$ cat config.mk
export PLATFORM = sky130hd
export DESIGN_NAME = sprite_renderer
export DESIGN_NICKNAME = d
export VERILOG_FILES = /design/src/rtl/vga_pkg.sv /design/src/rtl/sprite_hit_pipe.sv /design/src/rtl/sprite_renderer.sv
export SDC_FILE = /design/constraint.sdc
export NUM_CORES = 1
export LEC_CHECK = 0
export BUFFER_PORTS_ARGS = -buffer_cell sky130_fd_sc_hd__buf_2
export CAP_MARGIN = 20
export CORE_MARGIN = 2
export CORE_UTILIZATION = 55
export CTS_CLUSTER_SIZE = 20
export DETAILED_ROUTE_END_ITERATION = 10
export PLACE_DENSITY = 0.78
export REMOVE_ABC_BUFFERS = 1
export SYNTH_ARGS = -nofsm -noshare
export SYNTH_HDL_FRONTEND = slang
export SYNTH_SLANG_ARGS = --single-unit
$ cat constraint.sdc
create_clock -name clk -period 2.5 [get_ports clk]
set_input_delay 0.5 -clock clk [delete_from_list [all_inputs] [get_ports clk]]
set_output_delay 0.5 -clock clk [all_outputs]
set_load 0.005 [all_outputs]
$ cat src/rtl/vga_pkg.sv
`default_nettype none
// ============================================================================
// vga_pkg
//   Shared 640x480 timing constants, wall FSM encoding and helper functions.
//   Revision: 1.0
// ============================================================================
package vga_pkg;

    localparam int c_h_active = 640;
    localparam int c_v_active = 480;
    localparam int c_h_total  = 800;
    localparam int c_v_total  = 525;

    typedef enum logic [1:0] {
        ST_FREE  = 2'd0,
        ST_WALL  = 2'd1,
        ST_STUCK = 2'd2
    } wall_state_t;

    function automatic int clamp_int(input int value, input int lo, input int hi);
        if (value < lo) begin
            return lo;
        end
        if (value > hi) begin
            return hi;
        end
        return value;
    endfunction

    // Scan coordinates are unsigned; widening by one bit keeps the difference exact.
    function automatic logic [10:0] signed_offset(input logic [10:0] a, input logic [10:0] b);
        return a - b;
    endfunction

endpackage
`default_nettype wire

$ cat src/rtl/sprite_hit_pipe.sv
`default_nettype none
// ============================================================================
// sprite_hit_pipe
//   Two-stage in-box compare of the scan position against the sprite centre,
//   producing the pixel colour two cycles after the scan inputs.
//   Revision: 1.0
// ============================================================================
module sprite_hit_pipe
    import vga_pkg::*;
#(
    parameter int          HALF_SIZE  = 8,
    parameter logic [11:0] SPRITE_RGB = 12'hF00,
    parameter logic [11:0] BG_RGB     = 12'h000
) (
    input  logic        clk,
    input  logic        reset_n,
    input  logic [9:0]  hcount,
    input  logic [9:0]  vcount,
    input  logic        video_on,
    input  logic [9:0]  pos_x,
    input  logic [8:0]  pos_y,
    output logic [11:0] rgb,
    output logic        sprite_on,
    output logic        video_on_d
);

    localparam logic signed [10:0] c_lo = 11'(-HALF_SIZE);
    localparam logic signed [10:0] c_hi = 11'(HALF_SIZE - 1);

    logic signed [10:0] r_dx;
    logic signed [10:0] r_dy;
    logic               r_vid1;
    logic               w_hit;

    always_ff @(posedge clk or negedge reset_n) begin
        if (!reset_n) begin
            r_dx   <= '0;
            r_dy   <= '0;
            r_vid1 <= 1'b0;
        end else begin
            r_dx   <= signed_offset({1'b0, hcount}, {1'b0, pos_x});
            r_dy   <= signed_offset({1'b0, vcount}, {2'b00, pos_y});
            r_vid1 <= video_on;
        end
    end

    always_comb begin
        w_hit = r_vid1
             && (r_dx >= c_lo) && (r_dx <= c_hi)
             && (r_dy >= c_lo) && (r_dy <= c_hi);
    end

    always_ff @(posedge clk or negedge reset_n) begin
        if (!reset_n) begin
            rgb        <= 12'h000;
            sprite_on  <= 1'b0;
            video_on_d <= 1'b0;
        end else begin
            sprite_on  <= w_hit;
            video_on_d <= r_vid1;
            if (w_hit) begin
                rgb <= SPRITE_RGB;
            end else if (r_vid1) begin
                rgb <= BG_RGB;
            end else begin
                rgb <= 12'h000;
            end
        end
    end

endmodule
`default_nettype wire

$ cat src/rtl/sprite_renderer.sv
`default_nettype none
// ============================================================================
// sprite_renderer
//   Square sprite renderer with per-frame position latch, wall detection and
//   a wall-dwell FSM that flags a sprite stuck against the screen bounds.
//   Revision: 1.0
// ============================================================================
module sprite_renderer
    import vga_pkg::*;
#(
    parameter int          HALF_SIZE   = 8,
    parameter logic [11:0] SPRITE_RGB  = 12'hF00,
    parameter logic [11:0] BG_RGB      = 12'h000,
    parameter int          WALL_FRAMES = 30
) (
    input  logic        clk,
    input  logic        reset_n,
    input  logic [9:0]  pixel_x_sat,
    input  logic [8:0]  pixel_y_sat,
    input  logic        frame_start,
    input  logic [9:0]  hcount,
    input  logic [9:0]  vcount,
    input  logic        video_on,
    output logic [11:0] rgb,
    output logic        video_on_d,
    output logic        sprite_on,
    output logic        at_wall,
    output logic        stuck
);

    localparam int c_x_lo_i = HALF_SIZE;
    localparam int c_x_hi_i = c_h_active - 1 - HALF_SIZE;
    localparam int c_y_lo_i = HALF_SIZE;
    localparam int c_y_hi_i = c_v_active - 1 - HALF_SIZE;

    localparam logic [9:0] c_x_lo  = 10'(c_x_lo_i);
    localparam logic [9:0] c_x_hi  = 10'(c_x_hi_i);
    localparam logic [8:0] c_y_lo  = 9'(c_y_lo_i);
    localparam logic [8:0] c_y_hi  = 9'(c_y_hi_i);
    localparam logic [9:0] c_x_rst = 10'(c_h_active / 2);
    localparam logic [8:0] c_y_rst = 9'(c_v_active / 2);

    localparam int                 c_cnt_w   = $clog2(WALL_FRAMES + 1);
    localparam logic [c_cnt_w-1:0] c_cnt_max = c_cnt_w'(WALL_FRAMES);
    localparam logic [c_cnt_w-1:0] c_cnt_one = c_cnt_w'(1);

    logic [9:0]         r_pos_x;
    logic [8:0]         r_pos_y;
    logic               r_eval;
    logic               r_at_wall;
    logic               r_stuck;
    wall_state_t        r_state;
    logic [c_cnt_w-1:0] r_wall_cnt;

    logic [9:0]         w_x_clamped;
    logic [8:0]         w_y_clamped;
    logic               w_pos_at_wall;
    logic [c_cnt_w-1:0] w_cnt_inc;

    always_comb begin
        w_x_clamped = 10'(clamp_int(int'(pixel_x_sat), c_x_lo_i, c_x_hi_i));
        w_y_clamped = 9'(clamp_int(int'(pixel_y_sat), c_y_lo_i, c_y_hi_i));
    end

    // Loaded only at frame_start so the sprite never tears mid-frame.
    always_ff @(posedge clk or negedge reset_n) begin
        if (!reset_n) begin
            r_pos_x <= c_x_rst;
            r_pos_y <= c_y_rst;
            r_eval  <= 1'b0;
        end else begin
            r_eval <= frame_start;
            if (frame_start) begin
                r_pos_x <= w_x_clamped;
                r_pos_y <= w_y_clamped;
            end
        end
    end

    // Built from the latched position, so a coincident new load is seen next cycle.
    always_comb begin
        w_pos_at_wall = (r_pos_x == c_x_lo) || (r_pos_x == c_x_hi)
                     || (r_pos_y == c_y_lo) || (r_pos_y == c_y_hi);
        w_cnt_inc     = r_wall_cnt + c_cnt_one;
    end

    always_ff @(posedge clk or negedge reset_n) begin
        if (!reset_n) begin
            r_state    <= ST_FREE;
            r_wall_cnt <= '0;
            r_at_wall  <= 1'b0;
            r_stuck    <= 1'b0;
        end else if (r_eval) begin
            r_at_wall <= w_pos_at_wall;
            case (r_state)
                ST_FREE: begin
                    if (w_pos_at_wall) begin
                        r_state    <= ST_WALL;
                        r_wall_cnt <= c_cnt_one;
                    end else begin
                        r_wall_cnt <= '0;
                    end
                    r_stuck <= 1'b0;
                end
                ST_WALL: begin
                    if (w_pos_at_wall) begin
                        if (r_wall_cnt < c_cnt_max) begin
                            r_wall_cnt <= w_cnt_inc;
                        end
                        if (w_cnt_inc >= c_cnt_max) begin
                            r_state <= ST_STUCK;
                            r_stuck <= 1'b1;
                        end
                    end else begin
                        r_state    <= ST_FREE;
                        r_wall_cnt <= '0;
                        r_stuck    <= 1'b0;
                    end
                end
                ST_STUCK: begin
                    if (!w_pos_at_wall) begin
                        r_state    <= ST_FREE;
                        r_wall_cnt <= '0;
                        r_stuck    <= 1'b0;
                    end
                end
                default: begin
                    r_state    <= ST_FREE;
                    r_wall_cnt <= '0;
                    r_stuck    <= 1'b0;
                end
            endcase
        end
    end

    assign at_wall = r_at_wall;
    assign stuck   = r_stuck;

    sprite_hit_pipe #(
        .HALF_SIZE  (HALF_SIZE),
        .SPRITE_RGB (SPRITE_RGB),
        .BG_RGB     (BG_RGB)
    ) u_hit_pipe (
        .clk        (clk),
        .reset_n    (reset_n),
        .hcount     (hcount),
        .vcount     (vcount),
        .video_on   (video_on),
        .pos_x      (r_pos_x),
        .pos_y      (r_pos_y),
        .rgb        (rgb),
        .sprite_on  (sprite_on),
        .video_on_d (video_on_d)
    );

endmodule
`default_nettype wire
==> results of run 1 <==
logic make-up after synthesis:
| family | count (synthesis) |
|---|---|
| AO/OA/AOI/OAI | 86 |
| AND/OR/NAND/NOR | 100 |
| adder cells (fa/ha/maj) | 23 |
| buffers and inverters | 47 |
| flip-flops | 48 |
| XOR/XNOR | 14 |
| other | 1 |
sequential cells by signal, indices dropped and copies added, names as in the netlist, 2 cells and up:
signal and flops:
r_pos_x 10, u_hit_pipe.r_dy 8, u_hit_pipe.r_dx 8, r_state 2, r_pos_y 9, r_wall_cnt 5
per-layer routing:
metal  track usage (%)  wire length (um)  vias up
li1                  -                 -     1250
met1              27.9              2760     1163
met2              34.5              2750       81
met3              2.91               256       10
met4              6.25               106        0
met5                 0                 0        -
power groups by stage:
| stage | Combinational [uW] | Clock (uW) | Sequential, uW |
|---|---|---|---|
| finish | 419 | 576 | 963 |
| global route | 476 | 614 | 981 |
| CTS | 418 | 585 | 962 |
| detailed placement | 417 | 0 | 978 |
| global placement | 403 | 0 | 975 |
| floorplan | 289 | 0 | 960 |
per-stage QoR:
stage	std cells	utilization, %
finish	441	65.3
global route	441	65.3
CTS	441	65.3
detailed placement	433	62.9
global placement	433	62.9
floorplan	310	-
Yosys cell counts, drive strengths merged, types with 2 or more instances:
| cell | count | share of area (%) |
|---|---|---|
| a41oi | 6 | 1.8 |
| o31ai | 3 | 0.76 |
| dfstp | 6 | 5.3 |
| nor4 | 10 | 2.1 |
| inv | 31 | 3.9 |
| nand2b | 3 | 0.63 |
| a2111oi | 2 | 0.59 |
| nand4 | 11 | 2.3 |
| xor2 | 5 | 1.5 |
| o22ai | 7 | 1.5 |
| fa | 2 | 1.3 |
| o211ai | 4 | 1.0 |
| xnor2 | 9 | 2.7 |
| o21a | 2 | 0.50 |
| clkbuf | 4 | 0.50 |
| a21o | 4 | 1.0 |
| and3 | 5 | 1.2 |
| a21oi | 12 | 2.0 |
| and2 | 3 | 0.63 |
| nand3b | 2 | 0.50 |
| a31oi | 6 | 1.3 |
| nor2 | 21 | 2.7 |
| nand3 | 5 | 0.84 |
| buf | 12 | 3.0 |
| a211oi | 3 | 0.93 |
| nor2b | 10 | 2.1 |
| nor3 | 7 | 1.2 |
| dfrtp | 42 | 35 |
| or2 | 3 | 0.63 |
| or4 | 4 | 1.1 |
| o21ai | 27 | 4.5 |
| nand2 | 14 | 1.8 |
| ha | 21 | 8.8 |
| o2111ai | 2 | 0.59 |
worst max-delay path by stage:
stage | slack [ns] | to | cells after the start
detailed placement | 0.44 | r_wall_cnt[4] | 5
finish | 0.40 | r_wall_cnt[4] | 5
CTS | 0.40 | r_wall_cnt[4] | 5
floorplan | 0.52 | r_wall_cnt[4] | 5
global route | 0.26 | r_wall_cnt[1] | 5
global placement | 0.48 | r_wall_cnt[4] | 5
layout make-up:
| type | count | area, sq um | area share, % |
|---|---|---|---|
| clock inverter | 2 | 38.8 | 1.15 |
| timing repair buffer | 53 | 273 | 8.08 |
| multi-input combinational | 231 | 1570 | 46.5 |
| inverter | 31 | 116 | 3.45 |
| sequential | 48 | 1210 | 35.8 |
| tap | 70 | 87.6 | 2.59 |
| clock buffer | 6 | 82.6 | 2.45 |
layout by cell type (no fill, tap or decap), drive strengths merged, types with 7 or more instances in the layout:
cell / n
nand2: 14
a21oi: 12
o22ai: 7
nor2: 21
conb: 8
nor4: 10
nor3: 7
inv: 31
buf: 53
nor2b: 10
ha: 21
o21ai: 27
dfrtp: 42
nand4: 11
xnor2: 9
worst max-delay path, cell delays in order (launching register included):
cell	delay (ns)
dfstp_2	0.56
nand4_1	0.08
or4_4	0.50
a2111o_1	0.46
and3_4	0.21
a311oi_2	0.18
==> results.py, run 1 <==
metrics = {
    "global_route": {
        "grt_max_degree": 49,
        "grt_pass1_vias": 2332,
        "grt_pass1_wl_mm": 10.2,
        "antenna_found_initial": 0,
        "grtUsageTotal_pct": 20.6,
        "grt-ovfl-total": 0,
    },
    "die": {
        "initial_core_util_pct": 57.5,
        "fp.dieH_um": 77.5,
        "die_w_um": 77.5,
        "dieArea_sq_um": 6010,
        "boundaryPins": 59,
        "core_area_sq_um": 5170,
        "rows": 26,
    },
    "placed_design": {
        "dp_slack_ns": 0.435,
        "routabilityCongestion": 0.867,
        "io_buffer_count": 50,
        "hpwlAfterDp_mm": 4.68,
        "placed_cell_area_sq_um": 3250,
    },
    "synthesis": {
        "yosys.area_share.simple_pct": 18.3,
        "async_reset_ff_share_pct": 100,
        "synthMuxAreaShare_pct": 0,
        "synthAdderAreaFrac_pct": 10.2,
        "syn_area_sq_um": 2970,
        "synthCells": 319,
        "postSynthAreaPerCell_sq_um": 9.32,
        "synth_edf_count": 0,
        "synth_cell_types": 49,
        "synth_top_family_by_area": "compound AO/OA/AOI/OAI gates",
        "ys_seq_elements": 48,
        "ys_dominant_reg_cell": "dfrtp_1",
        "synth_xor_area_share_pct": 4.12,
        "yosys_warnings": 0,
        "synth_compound_area_share_pct": 19.2,
        "seq_area_frac_synth_pct": 40.7,
    },
    "power_and_ir_drop": {
        "power_uw": 1960,
        "p_int_uw": 1410,
        "p_seq_share_pct": 49.2,
        "power.switching_uw": 553,
        "ir_worst_vdd_v": 0.000351,
        "cellLeakagePower_uw": 0.00156,
        "p_per_area_nw_per_um2": 580,
        "pwr-share-comb_pct": 21.4,
        "switching_share_pct": 28.2,
        "clockPowerShare_pct": 29.4,
    },
    "setup_path": {
        "r2r-start": "r_pos_x[6]",
        "worstSetupPathType": "flip-flop to flip-flop",
        "r2r_end": "r_wall_cnt[4]",
        "crit_fanout": 5,
        "critPathLaunchType": "flip-flop",
        "critPathCaptureType": "flip-flop",
        "reg2reg_depth": 5,
        "cp.arrival_ns": 2.30,
        "worstSetupStartpoint": "r_pos_x[6]",
        "cp.required_ns": 2.71,
        "rrSetupSlack_ns": 0.40,
    },
    "timing": {
        "rsz0062_at_grt": "no",
        "setup_viol": 0,
        "fmax_ghz": 0.477,
        "worstMarginPinSlew_ns": 0.575,
        "slew_violations": 0,
        "worst_slack_ns": 0.402,
        "tns_ns": 0,
        "relSlewSlack_pct": 61.6,
        "post-route-period-util_pct": 83.9,
        "fin_crit_ns": 2.10,
        "hold_slack_ns": 0.278,
        "final-hold-violation-count": 0,
        "final.setup_skew_ns": 0.0121,
    },
    "detailed_routing": {
        "viasPerCell": 5.68,
        "drtPass1Iterations": 4,
        "routed-via-count": 2504,
        "drc": 0,
        "post_drt_wl_per_cell_um": 13.3,
        "postRouteAntennaNets": 0,
        "totalWireLength_mm": 5.88,
        "initialDrtViolationCount": 159,
    },
    "clocking": {
        "worstSkewPairLatency_ns": 0.30,
        "cts_tree": "built",
        "cts_hold_buf": 0,
        "post_cts_resized": 0,
        "path_clk_slew_ns": 0.09,
        "cts_num_sinks": 48,
        "htreeDepth": 2,
        "ctsLongestPathBuffers": 2,
        "cts-buffers-inserted": 5,
        "root_buffer": "clkbuf_8",
        "postCtsSetupBuffers": 0,
    },
    "cells_and_area": {
        "n_antenna_cell": 0,
        "fillerInstances": 429,
        "synthToLayoutAreaGrowth_pct": 13.6,
        "fin_area_sq_um": 3380,
        "fin_nets": 436,
        "drive_gt1_share_pct": 19.4,
    },
    "run_status": {
        "status": "finished clean",
    },
    "hold_path": {
        "hp-class": "input port to asynchronous set/reset pin",
    },
    "job": {
        "drv_cap": 0,
    },
}
No activity file was read; power rests on OpenSTA's default activity.
==> run 2: changes to the inputs <==
--- a/config.mk
+++ b/config.mk
@@ -8,10 +8,10 @@
 export BUFFER_PORTS_ARGS = -buffer_cell sky130_fd_sc_hd__buf_2
 export CAP_MARGIN = 20
 export CORE_MARGIN = 2
-export CORE_UTILIZATION = 55
+export CORE_UTILIZATION = 50
 export CTS_CLUSTER_SIZE = 20
 export DETAILED_ROUTE_END_ITERATION = 10
-export PLACE_DENSITY = 0.78
+export PLACE_DENSITY = 0.74
 export REMOVE_ABC_BUFFERS = 1
 export SYNTH_ARGS = -nofsm -noshare
 export SYNTH_HDL_FRONTEND = slang
==> constraint.sdc (replaced) <==
create_clock -name clk -period 1.79 [get_ports clk]
set_input_delay 0.358 -clock clk [delete_from_list [all_inputs] [get_ports clk]]
set_output_delay 0.358 -clock clk [all_outputs]
set_load 0.005 [all_outputs]
==> results.py, run 2 (synthesis gave the netlist of run 1 again) <==
metrics = {
    "die": {
        "fp.dieH_um": 81.1,
        "dieArea_sq_um": 6580,
        "core_area_sq_um": 5820,
        "initial_core_util_pct": 51.1,
        "die_w_um": 81.1,
        "boundaryPins": 59,
        "rows": 28,
    },
    "placed_design": {
        "placed_cell_area_sq_um": 3480,
        "dp_slack_ns": -0.256,
        "hpwlAfterDp_mm": 4.72,
        "dp_cells": 465,
        "routabilityCongestion": 0.847,
        "io_buffer_count": 50,
    },
    "global_route": {
        "grt-ovfl-total": 0,
        "antenna_found_initial": 0,
        "grt_pass1_wl_mm": 10.5,
        "grt_max_degree": 49,
        "grt_pass1_vias": 2377,
        "grtUsageTotal_pct": 20.5,
    },
    "setup_path": {
        "worstPathCellList": "nand4_1 > or4_4 > a2111o_1 > buf_4 > a41oi_2 > nor2_1",
        "cp.arrival_ns": 2.23,
        "max_stage_delay_ns": 0.54,
        "crit_fanout": 5,
        "slowest_stage": "dfstp_2",
        "critPathLaunchType": "flip-flop",
        "worstSetupPathType": "flip-flop to flip-flop",
        "critPathCaptureType": "flip-flop",
        "cp.required_ns": 1.97,
    },
    "hold_path": {
        "hp-class": "input port to asynchronous set/reset pin",
    },
    "detailed_routing": {
        "post_drt_wl_per_cell_um": 14.0,
        "initialDrtViolationCount": 168,
        "viasPerCell": 5.60,
        "drtPass1Iterations": 5,
        "totalWireLength_mm": 6.70,
        "routed-via-count": 2689,
        "postRouteAntennaNets": 0,
        "drc": 0,
    },
    "timing": {
        "relSlewSlack_pct": 61.9,
        "final-hold-violation-count": 0,
        "slew_violations": 0,
        "worstMarginPinSlew_ns": 0.571,
        "setup_viol": 12,
        "post-route-period-util_pct": 115,
        "fin_crit_ns": 2.05,
        "fmax_ghz": 0.488,
        "hold_slack_ns": 0.0127,
        "rsz0062_at_grt": "yes",
        "final.setup_skew_ns": 0.00730,
        "worst_slack_ns": -0.261,
    },
    "clocking": {
        "worstSkewPairLatency_ns": 0.31,
        "path_clk_slew_ns": 0.09,
        "ctsLongestPathBuffers": 2,
        "root_buffer": "clkbuf_8",
        "cts_tree": "built",
        "cts_num_sinks": 48,
        "cts_hold_buf": 0,
        "htreeDepth": 2,
        "cts-buffers-inserted": 5,
    },
    "cells_and_area": {
        "n_antenna_cell": 0,
        "largest_reg_flops": 10,
        "synthToLayoutAreaGrowth_pct": 31.8,
        "drive_gt1_share_pct": 35.1,
        "fin_cells": 480,
        "fin_nets": 470,
        "mostFrequentLayoutCell": "buf_2",
        "top_register": "r_pos_x",
        "final_cell_mix": "50 x buf_2, 42 x dfrtp_1, 31 x buf_4, 29 x inv_1, 20 x nor2_1",
        "fin_area_sq_um": 3920,
        "reg_top3": "r_pos_x: 10 flops, r_pos_y: 9 flops",
    },
    "power_and_ir_drop": {
        "power_uw": 2830,
        "cellLeakagePower_uw": 0.00176,
        "ir_worst_vdd_v": 0.000363,
        "p_per_area_nw_per_um2": 721,
    },
    "job": {
        "drv_cap": 0,
    },
    "run_status": {
        "status": "finished, violations left",
        "violations": "setup timing",
    },
}
==> run 2: cell count changes in the layout (fill, tap and decap cells not counted), moves of 3 or more <==
cell     previous run  this run
nor3_1              7         4
a21oi_1            12         9
ha_4                0         6
buf_6               0         4
nor2b_1            10         7
a21oi_2             0         3
buf_4               3        31
nor3_2              0         3
ha_1               21        15
==> run 2: final cells by class <==
cell class	instances	area (sq um)
clock buffers	6	82.6
well taps	75	93.8
fillers	456	1900
multi-input cells	231	1830
clock inverters	2	15.0
inverters	31	116
repair buffers	87	568
flip-flops and latches	48	1210
==> run 2: what timing repair did <==
item,in CTS,in global routing
buffers inserted,4,3
pin swaps,10,18
cloned,0,0
endpoints found under the setup margin,12,20
resized for setup,21,30
==> run 2: routing by layer <==
metal | part of all wire, % | vias to the layer above | track usage, % | wire [um]
li1 | - | 1314 | - | -
met1 | 44 | 1277 | 27.6 | 2940
met2 | 50 | 86 | 34.2 | 3340
met3 | 4.8 | 12 | 3.44 | 323
met4 | 1.4 | 0 | 5.59 | 96
met5 | 0 | - | 0 | 0
==> run 2: path summary, 6_finish.rpt <==
kind	slack, ns	cells past startpoint	endpoint	from
max in group asynchronous	1.50	2	r_pos_y[6]	reset_n
worst max-delay path	-0.26	6	stuck	r_pos_x[6]
min in group clk	0.15	1	u_hit_pipe.r_vid1	video_on
worst max register to register	-0.26	6	stuck	r_pos_x[6]
worst min register to register	0.38	0	u_hit_pipe.video_on_d	u_hit_pipe.r_vid1
worst min-delay path	0.01	2	r_pos_x[1]	reset_n
==> run 2: through the flow <==
step	TNS [ns]	util, %
after global routing	-2.26	67.4
after global placement	-1.22	59.8
after floorplan	-0.558	-
after detailed placement	-1.40	59.8
final	-1.39	67.4
after CTS	-1.37	64.2
==> run 2: critical path, delay by kind of cell (launching register included) <==
| family | cells | cell delay (ns) |
|---|---|---|
| buffers and inverters | 1 | 0.17 |
| DFF | 1 | 0.54 |
| and+or+nand+nor | 3 | 0.59 |
| AOI/OAI and AO/OA | 2 | 0.62 |
==> run 2: power by group <==
part           internal, uW  leakage [uW]  switching (uW)
Sequential             1240      0.000579            95.1
Combinational           405       0.00113             409
Clock                   313     0.0000434             360
Total                  1960       0.00176             864
==> run 3: changes to the inputs <==
--- a/config.mk
+++ b/config.mk
@@ -12,7 +12,6 @@
 export CTS_CLUSTER_SIZE = 20
 export DETAILED_ROUTE_END_ITERATION = 10
 export PLACE_DENSITY = 0.74
-export REMOVE_ABC_BUFFERS = 1
 export SYNTH_ARGS = -nofsm -noshare
 export SYNTH_HDL_FRONTEND = slang
 export SYNTH_SLANG_ARGS = --single-unit
==> results.py, run 3 (synthesis gave the netlist of run 1 again) <==
metrics = {
    "setup_path": {
        "worstPathCellList": "nand4_1 > or4_4 > a2111o_1 > and3_4 > a311oi_2",
        "worstSetupStartpoint": "r_pos_x[6]",
        "critPathCaptureType": "flip-flop",
        "max_stage_delay_ns": 0.54,
        "cp.required_ns": 2.01,
        "r2r-start": "r_pos_x[6]",
        "slowest_stage": "dfstp_2",
        "r2r_end": "r_wall_cnt[4]",
        "crit_fanout": 5,
        "rrSetupSlack_ns": -0.21,
        "cp.arrival_ns": 2.22,
        "worstSetupPathType": "flip-flop to flip-flop",
        "reg2reg_depth": 5,
        "crit_end": "r_wall_cnt[4]",
        "critPathLaunchType": "flip-flop",
    },
    "placed_design": {
        "dp_slack_ns": -0.234,
        "io_buffer_count": 50,
        "routabilityCongestion": 0.842,
        "hpwlAfterDp_mm": 4.68,
    },
    "clocking": {
        "cts-buffers-inserted": 5,
        "worstSkewPairLatency_ns": 0.30,
        "cts_tree": "built",
        "htreeDepth": 2,
        "path_clk_slew_ns": 0.08,
        "cts_num_sinks": 48,
        "ctsLongestPathBuffers": 2,
        "root_buffer": "clkbuf_8",
    },
    "cells_and_area": {
        "top_register": "r_pos_x",
        "final_cell_mix": "50 x buf_2, 41 x dfrtp_1, 32 x buf_4, 26 x inv_1, 21 x nor2_1",
        "fin_nets": 471,
        "drive_gt1_share_pct": 35.7,
        "fillerInstances": 448,
        "mostFrequentLayoutCell": "buf_2",
        "synthToLayoutAreaGrowth_pct": 30.9,
        "reg_top3": "r_pos_x: 10 flops, r_pos_y: 9 flops",
        "fin_util_pct": 66.9,
        "largest_reg_flops": 10,
        "n_antenna_cell": 0,
    },
    "power_and_ir_drop": {
        "p_per_area_nw_per_um2": 757,
        "cellLeakagePower_uw": 0.00176,
        "ir_worst_vdd_v": 0.000432,
    },
    "detailed_routing": {
        "drtPass1Iterations": 4,
        "postRouteAntennaNets": 0,
        "post_drt_wl_per_cell_um": 14.3,
        "totalWireLength_mm": 6.86,
        "drc": 0,
        "viasPerCell": 5.53,
        "routed-via-count": 2660,
        "initialDrtViolationCount": 176,
    },
    "timing": {
        "fmax_ghz": 0.500,
        "final-hold-violation-count": 0,
        "rsz0062_at_grt": "yes",
        "setup_viol": 10,
        "slew_violations": 0,
        "post-route-period-util_pct": 112,
        "final.setup_skew_ns": 0.00416,
        "fin_crit_ns": 2.00,
        "worst_slack_ns": -0.211,
    },
    "global_route": {
        "antenna_found_initial": 0,
        "grt-ovfl-total": 0,
        "grt_pass1_wl_mm": 10.2,
        "grtUsageTotal_pct": 19.9,
        "grt_max_degree": 29,
        "grt_pass1_vias": 2302,
    },
    "run_status": {
        "violations": "setup timing",
        "status": "finished, violations left",
    },
    "die": {
        "initial_core_util_pct": 51.1,
        "rows": 28,
        "boundaryPins": 59,
        "die_w_um": 81.1,
        "fp.dieH_um": 81.1,
        "core_area_sq_um": 5820,
        "dieArea_sq_um": 6580,
    },
    "hold_path": {
        "hp-class": "input port to asynchronous set/reset pin",
    },
    "job": {
        "drv_cap": 0,
    },
}
## run 3: cell types whose count changed in the layout (fill, tap and decap cells not counted), sizes merged
| cell | delta |
|---|---|
| buf | +1 |
| clkinv | +1 |
| bufinv | +1 |
| clkinvlp | -2 |
## run 3: cell type report
type / instances / area, sq um / share of cell area (%)
clock buffers: 6 / 72.6 / 1.86
clock inverters: 2 / 35.0 / 0.900
inverters: 31 / 116 / 2.99
multi-input cells: 231 / 1800 / 46.2
flip-flops and latches: 48 / 1210 / 31.1
well taps: 75 / 93.8 / 2.41
repair buffers: 88 / 567 / 14.6
## run 3: worst max-delay path: cells and delay by family, from the launching register on
family             cells  cell delay (ns)
AOI/OAI and AO/OA      2             0.63
DFF                    1             0.54
and+or+nand+nor        3             0.75
## run 3: stage by stage
stage               TNS [ns]  total power, uW  hold slack, ns  instances  instance area [sq um]
finish                 -1.13             2950         0.00254        481                   3890
global placement       -1.43             2010           0.337        468                   3500
global route           -2.18             3110          0.0345        481                   3890
detailed placement     -1.70             2040           0.345        468                   3500
CTS                   -0.917             2850          0.0188        479                   3740
floorplan             -0.465             1770          0.0624        326                   3000
## run 3: where the power goes
part / switching (uW) / internal, uW
clock network: 351 / 415
registers: 98.4 / 1240
logic: 423 / 415
## run 3: worst min path at each step
stage / to / slack (ns) / cells after the start
final: u_hit_pipe.r_dy[10] / 0.003 / 1
after global routing: u_hit_pipe.r_dy[9] / 0.03 / 1
after CTS: u_hit_pipe.r_dy[10] / 0.02 / 1
after detailed placement: u_hit_pipe.r_dy[10] / 0.35 / 1
after global placement: u_hit_pipe.r_dy[9] / 0.34 / 1
after floorplan: at_wall / 0.06 / 0
## run 3: metal layers
layer	up-vias	GRT usage, %	share of wire (%)
met3	14	3.89	3.5
met2	64	31.2	49
li1	1319	-	-
met4	0	6.61	2.1
met5	-	0	0
met1	1263	27.9	45
## run 3: repair_timing
item,in CTS,in global routing
pin swaps,18,16
buffers inserted,3,2
hold buffers,0,0
resized for setup,22,30
setup endpoints to repair,16,18
